[src/rtl/processing_element_ws.sv]
// rtl/processing_element_ws.sv - weight-stationary MAC processing element for a systolic array
// Optional build macro: PS_SATURATE_EN (saturating compute-mode partial sum instead of wrap-around)
module processing_element_ws #(
  parameter int WORDWIDTH = 8
) (
  input  logic                     clk,
  input  logic                     reset,
  input  logic                     mode,
  input  logic                     enable_in,
  input  logic [WORDWIDTH-1:0]     w_in,
  input  logic [WORDWIDTH-1:0]     a_in,
  input  logic [4*WORDWIDTH-1:0]   ps_in,
  output logic                     enable_out,
  output logic [WORDWIDTH-1:0]     w_out,
  output logic [WORDWIDTH-1:0]     a_out,
  output logic [4*WORDWIDTH-1:0]   ps_out
);

  localparam int PW = 4 * WORDWIDTH;
  localparam int MW = 2 * WORDWIDTH;

  localparam logic MODE_LOAD    = 1'b0;
  localparam logic MODE_COMPUTE = 1'b1;

  logic [WORDWIDTH-1:0] weight_reg;

  // Operands are sign-extended to the full product width so the multiply
  // is a same-width operation and keeps two's complement semantics.
  logic signed [MW-1:0] weight_ext;
  logic signed [MW-1:0] act_ext;
  logic signed [MW-1:0] product;
  logic        [PW-1:0] product_ext;
  logic        [PW-1:0] sum_wrap;
  logic        [PW-1:0] sum_next;

  logic load_en;
  logic compute_en;

  assign load_en    = enable_in && (mode == MODE_LOAD);
  assign compute_en = enable_in && (mode == MODE_COMPUTE);

  // Signed product of the stationary weight and the incoming activation,
  // sign-extended to partial-sum width and added to the upstream sum.
  always_comb begin
    weight_ext  = {{WORDWIDTH{weight_reg[WORDWIDTH-1]}}, weight_reg};
    act_ext     = {{WORDWIDTH{a_in[WORDWIDTH-1]}}, a_in};
    product     = weight_ext * act_ext;
    product_ext = {{(PW-MW){product[MW-1]}}, product};
    sum_wrap    = ps_in + product_ext;
  end

`ifdef PS_SATURATE_EN
  logic pos_overflow;
  logic neg_overflow;

  // Overflow only happens when both addends share a sign and the result
  // flips it; clamp to the extreme representable partial sum.
  always_comb begin
    pos_overflow = !ps_in[PW-1] && !product_ext[PW-1] &&  sum_wrap[PW-1];
    neg_overflow =  ps_in[PW-1] &&  product_ext[PW-1] && !sum_wrap[PW-1];
    if (pos_overflow) begin
      sum_next = {1'b0, {(PW-1){1'b1}}};
    end else if (neg_overflow) begin
      sum_next = {1'b1, {(PW-1){1'b0}}};
    end else begin
      sum_next = sum_wrap;
    end
  end
`else
  // Plain modular accumulation; overflow wraps silently.
  always_comb begin
    sum_next = sum_wrap;
  end
`endif

  // One-cycle enable pipeline toward the downstream PE, independent of mode.
  always_ff @(posedge clk) begin
    if (reset) begin
      enable_out <= 1'b0;
    end else begin
      enable_out <= enable_in;
    end
  end

  // Stationary weight: shifts in only during an enabled load cycle.
  always_ff @(posedge clk) begin
    if (reset) begin
      weight_reg <= '0;
    end else if (load_en) begin
      weight_reg <= w_in;
    end
  end

  // Activation forwarding and partial-sum accumulation during enabled compute cycles.
  always_ff @(posedge clk) begin
    if (reset) begin
      a_out  <= '0;
      ps_out <= '0;
    end else if (compute_en) begin
      a_out  <= a_in;
      ps_out <= sum_next;
    end
  end

  assign w_out = weight_reg;

endmodule

[config.mk]
export PLATFORM = sky130hd
export DESIGN_NAME = processing_element_ws
export DESIGN_NICKNAME = d
export VERILOG_FILES = /design/src/rtl/processing_element_ws.sv
export SDC_FILE = /design/constraint.sdc
export NUM_CORES = 1
export LEC_CHECK = 0
export ABC_AREA = 1
export BUFFER_PORTS_ARGS = -buffer_cell sky130_fd_sc_hd__buf_2
export CORE_UTILIZATION = 25
export CTS_CLUSTER_DIAMETER = 120
export DETAILED_ROUTE_END_ITERATION = 7
export PLACE_DENSITY = 0.53
export SLEW_MARGIN = 20
export SYNTH_ARGS = -nofsm -noshare
export SYNTH_HDL_FRONTEND = slang
export SYNTH_SLANG_ARGS = --single-unit
[constraint.sdc]
create_clock -name clk -period 5.15 [get_ports clk]
set_input_delay 0 -clock clk [delete_from_list [all_inputs] [get_ports clk]]
set_output_delay 0 -clock clk [all_outputs]
set_load 0.01 [all_outputs]
==> impl_metrics.ini <==
[outcome]
outcome = finished with violations
violations = setup timing

[job]
cap_violations = 0

[min_path]
hold_path.class = in2reg
hp-start = ps_in[0]
worst_hold_path.endpoint = ps_out[0]
min_delay_path_depth = 4

[logic_synthesis]
ys_seq_area_frac = 0.1484
syn_nets = 1201
yosysWarningCount = 0
avgSynthCellArea_um2 = 6.411
synth-seq-cells = 49
syn_area_um2 = 6610
postSynthCellCount = 1031
yosysUniqueCellTypes = 36

[worst_setup_path]
rr_startpoint = w_out[7]
crit_fanout = 7
required_ns = 5.37
r2r-end = ps_out[29]
crit_path_frequent_cell = inv_1
slowest_delay_ns = 0.53
crit_type = reg2reg
start_kind = flop
cp_top_family = adder cells
critical_path_buf_inv_count = 10
crit_slowest_cell = fa_1
reg2regPathDepth = 30
endpoint_kind = flop
r2r_setup_slack_ns = -0.20
cp.arrival_ns = 5.56

[power]
p_sw_uw = 2880
p_sw_frac = 0.4928
p_leak_uw = 0.005435
ir_drop_mv = 0.2942
power_density_nw_per_um2 = 586.2
seqPwrFrac = 0.079
power_frac_comb = 0.843
p_int_uw = 2964
clkPwrFrac = 0.079

[die]
die_height_um = 164.6
core-area_um2 = 25980
num_rows = 59
initial_core_util = 0.2544
floorplan.io_pins = 101
die_x_um = 164.6
dieArea_um2 = 27090

[routing]
drc = 0
drt-initial-drc-count = 320
vias = 6801
ant_nets = 0
wirelength_um = 20250
firstDrtPassIters = 4
viasPerCell = 4.291
routedWlPerCell_um = 12.78

[layout]
regArea_um2 = 1003
area_growth_pct = 50.82
fillerInstances = 2705
mostFrequentLayoutCells = 219 x inv_1, 168 x nand2_1, 128 x nor2_1
postLayoutCoreUtil = 0.3837
nNetsFinal = 1418
multi_input_area_um2 = 5817
layout_commonest_cell = inv_1
drive_gt1_frac = 0.3803
layout.cells.non_filler = 1585

[placement]
globalplace.congestion = 0.8488
dp_hpwl_um = 16110
dpl.cell_count = 1549
port_buffers = 100

[sta]
fin_ws_ns = -0.1973
worst_clock_skew_ns = 0.01192
worst_slew_pin_slew_ns = 0.8644
finalHoldViolCount = 0
final_max_slew_viol_count = 0
layout_min_cycle_time_ns = 5.347
slew_headroom = 0.4231
setup_viol = 17
hold_ws_ns = 0.09671
period_share = 1.038
rsz0062_at_grt = yes
fin_setup_tns_ns = -1.188
fmax_ghz = 0.1870

[clocking]
cts_buffers = 5
h-tree-depth = 2
clockBufferDepth = 2
cts_tree = yes
path_clk_slew_ns = 0.09
clkSinkCount = 49
cts_root_buf = clkbuf_16
clock_latency_ns = 0.31

[grt]
grt_max_degree = 56
grt_pass1_wl_um = 32480
antenna_found_initial = 2
track_usage = 0.1533
grt_pass1_vias = 6592
gr-total-overflow = 0
==> cell type report <==
class | instances | area share
diodes | 1 | 0.0002510
clock buffers | 5 | 0.01255
clock inverters | 3 | 0.006903
inverters | 251 | 0.09551
multi-input cells | 704 | 0.5835
flip-flops and latches | 49 | 0.1007
well taps | 335 | 0.04204
repair buffers | 237 | 0.1586
==> registers in the layout (all words and copies together) (netlist names) <==
signal      count
a_out           8
enable_out      1
w_out           8
ps_out         32
==> worst max-delay path by stage <==
stage | start | slack (ns) | cells after the start | endpoint
final | w_out[7] | -0.20 | 30 | ps_out[29]
after global routing | w_out[7] | -0.48 | 30 | ps_out[29]
after CTS | w_out[7] | -0.18 | 31 | ps_out[15]
after detailed placement | w_out[6] | -0.41 | 27 | ps_out[21]
after global placement | w_out[6] | -0.33 | 27 | ps_out[21]
after floorplan | w_out[7] | 0.008 | 30 | ps_out[29]
==> metrics by stage <==
step | area, um2 | total power, uW | worst slack (ns)
6_report | 9970 | 5844 | -0.1973
5_1_grt | 9967 | 6337 | -0.4762
3_5_place_dp | 8611 | 4005 | -0.4076
3_3_place_gp | 8611 | 3994 | -0.3333
2_1_floorplan | 7029 | 2728 | 0.007729
4_1_cts | 9415 | 5049 | -0.1787
==> synthesized netlist by cell type <==
library cell	instances	share of area
nand2_1	221	0.13
o21ai_1	7	0.0053
ha_1	62	0.12
o221ai_1	1	0.0013
clkbuf_1	21	0.012
inv_1	249	0.14
dfxtp_1	49	0.15
nand3_1	34	0.026
buf_1	4	0.0023
nand4_1	7	0.0066
o21bai_1	10	0.011
or2_2	1	0.00095
a31o_1	1	0.0013
o21bai_2	1	0.0017
and2_1	1	0.00095
nand3_2	3	0.0045
o21ai_2	2	0.0027
a21oi_1	36	0.027
xnor2_1	7	0.0093
o21ai_0	45	0.034
fa_1	56	0.17
inv_2	1	0.00057
a21boi_0	2	0.0023
clkinv_1	1	0.00057
o211ai_1	2	0.0023
nand2_2	7	0.0066
nor2_2	5	0.0047
a21oi_2	5	0.0066
a21o_1	3	0.0034
buf_2	3	0.0023
and3_1	2	0.0019
nor2_1	156	0.089
nand3b_1	1	0.0011
a21boi_1	1	0.0011
xor2_1	18	0.024
nor3_1	6	0.0045
==> metal layers <==
layer / wire length [um] / global-route usage / up-vias
li1: - / - / 3518
met1: 9588 / 0.2058 / 3153
met2: 9476 / 0.2584 / 111
met3: 833 / 0.02059 / 19
met4: 354 / 0.03628 / 0
met5: 0 / 0 / -
==> kinds of logic after synthesis <==
| logic type | count (synthesis) | share of synthesized area |
|---|---|---|
| xor+xnor | 25 | 0.03313 |
| simple gates | 444 | 0.2718 |
| fa+ha+maj | 118 | 0.2870 |
| compound gates | 116 | 0.1007 |
| buf+inv | 279 | 0.1590 |
| flops | 49 | 0.1484 |
==> power by group through the flow <==
stage	combinational (uW)	clock, uW	sequential, uW
after global placement	3530	0	468
after CTS	4110	474	461
after detailed placement	3530	0	470
after floorplan	2240	0	484
after global routing	5380	486	467
final	4920	460	460
==> worst reg2reg max path, delay by kind of cell (launching register included) <==
| kind | cells | cell delay (ns) |
|---|---|---|
| fa+ha+maj | 6 | 2.57 |
| simple gates | 11 | 1.11 |
| buf+inv | 10 | 0.75 |
| flops | 1 | 0.39 |
| compound gates | 2 | 0.25 |
| xor+xnor | 1 | 0.18 |
==> what timing repair did <==
item / in CTS / in global routing
buffers inserted: 12 / 7
hold endpoints to repair: 9 / 0
cloned: 1 / 0
setup endpoints to repair: 21 / 22
resized for setup: 122 / 129
hold buffers: 9 / 0
pin swaps: 81 / 74
Note: power is estimated with default switching activity, not from simulation.
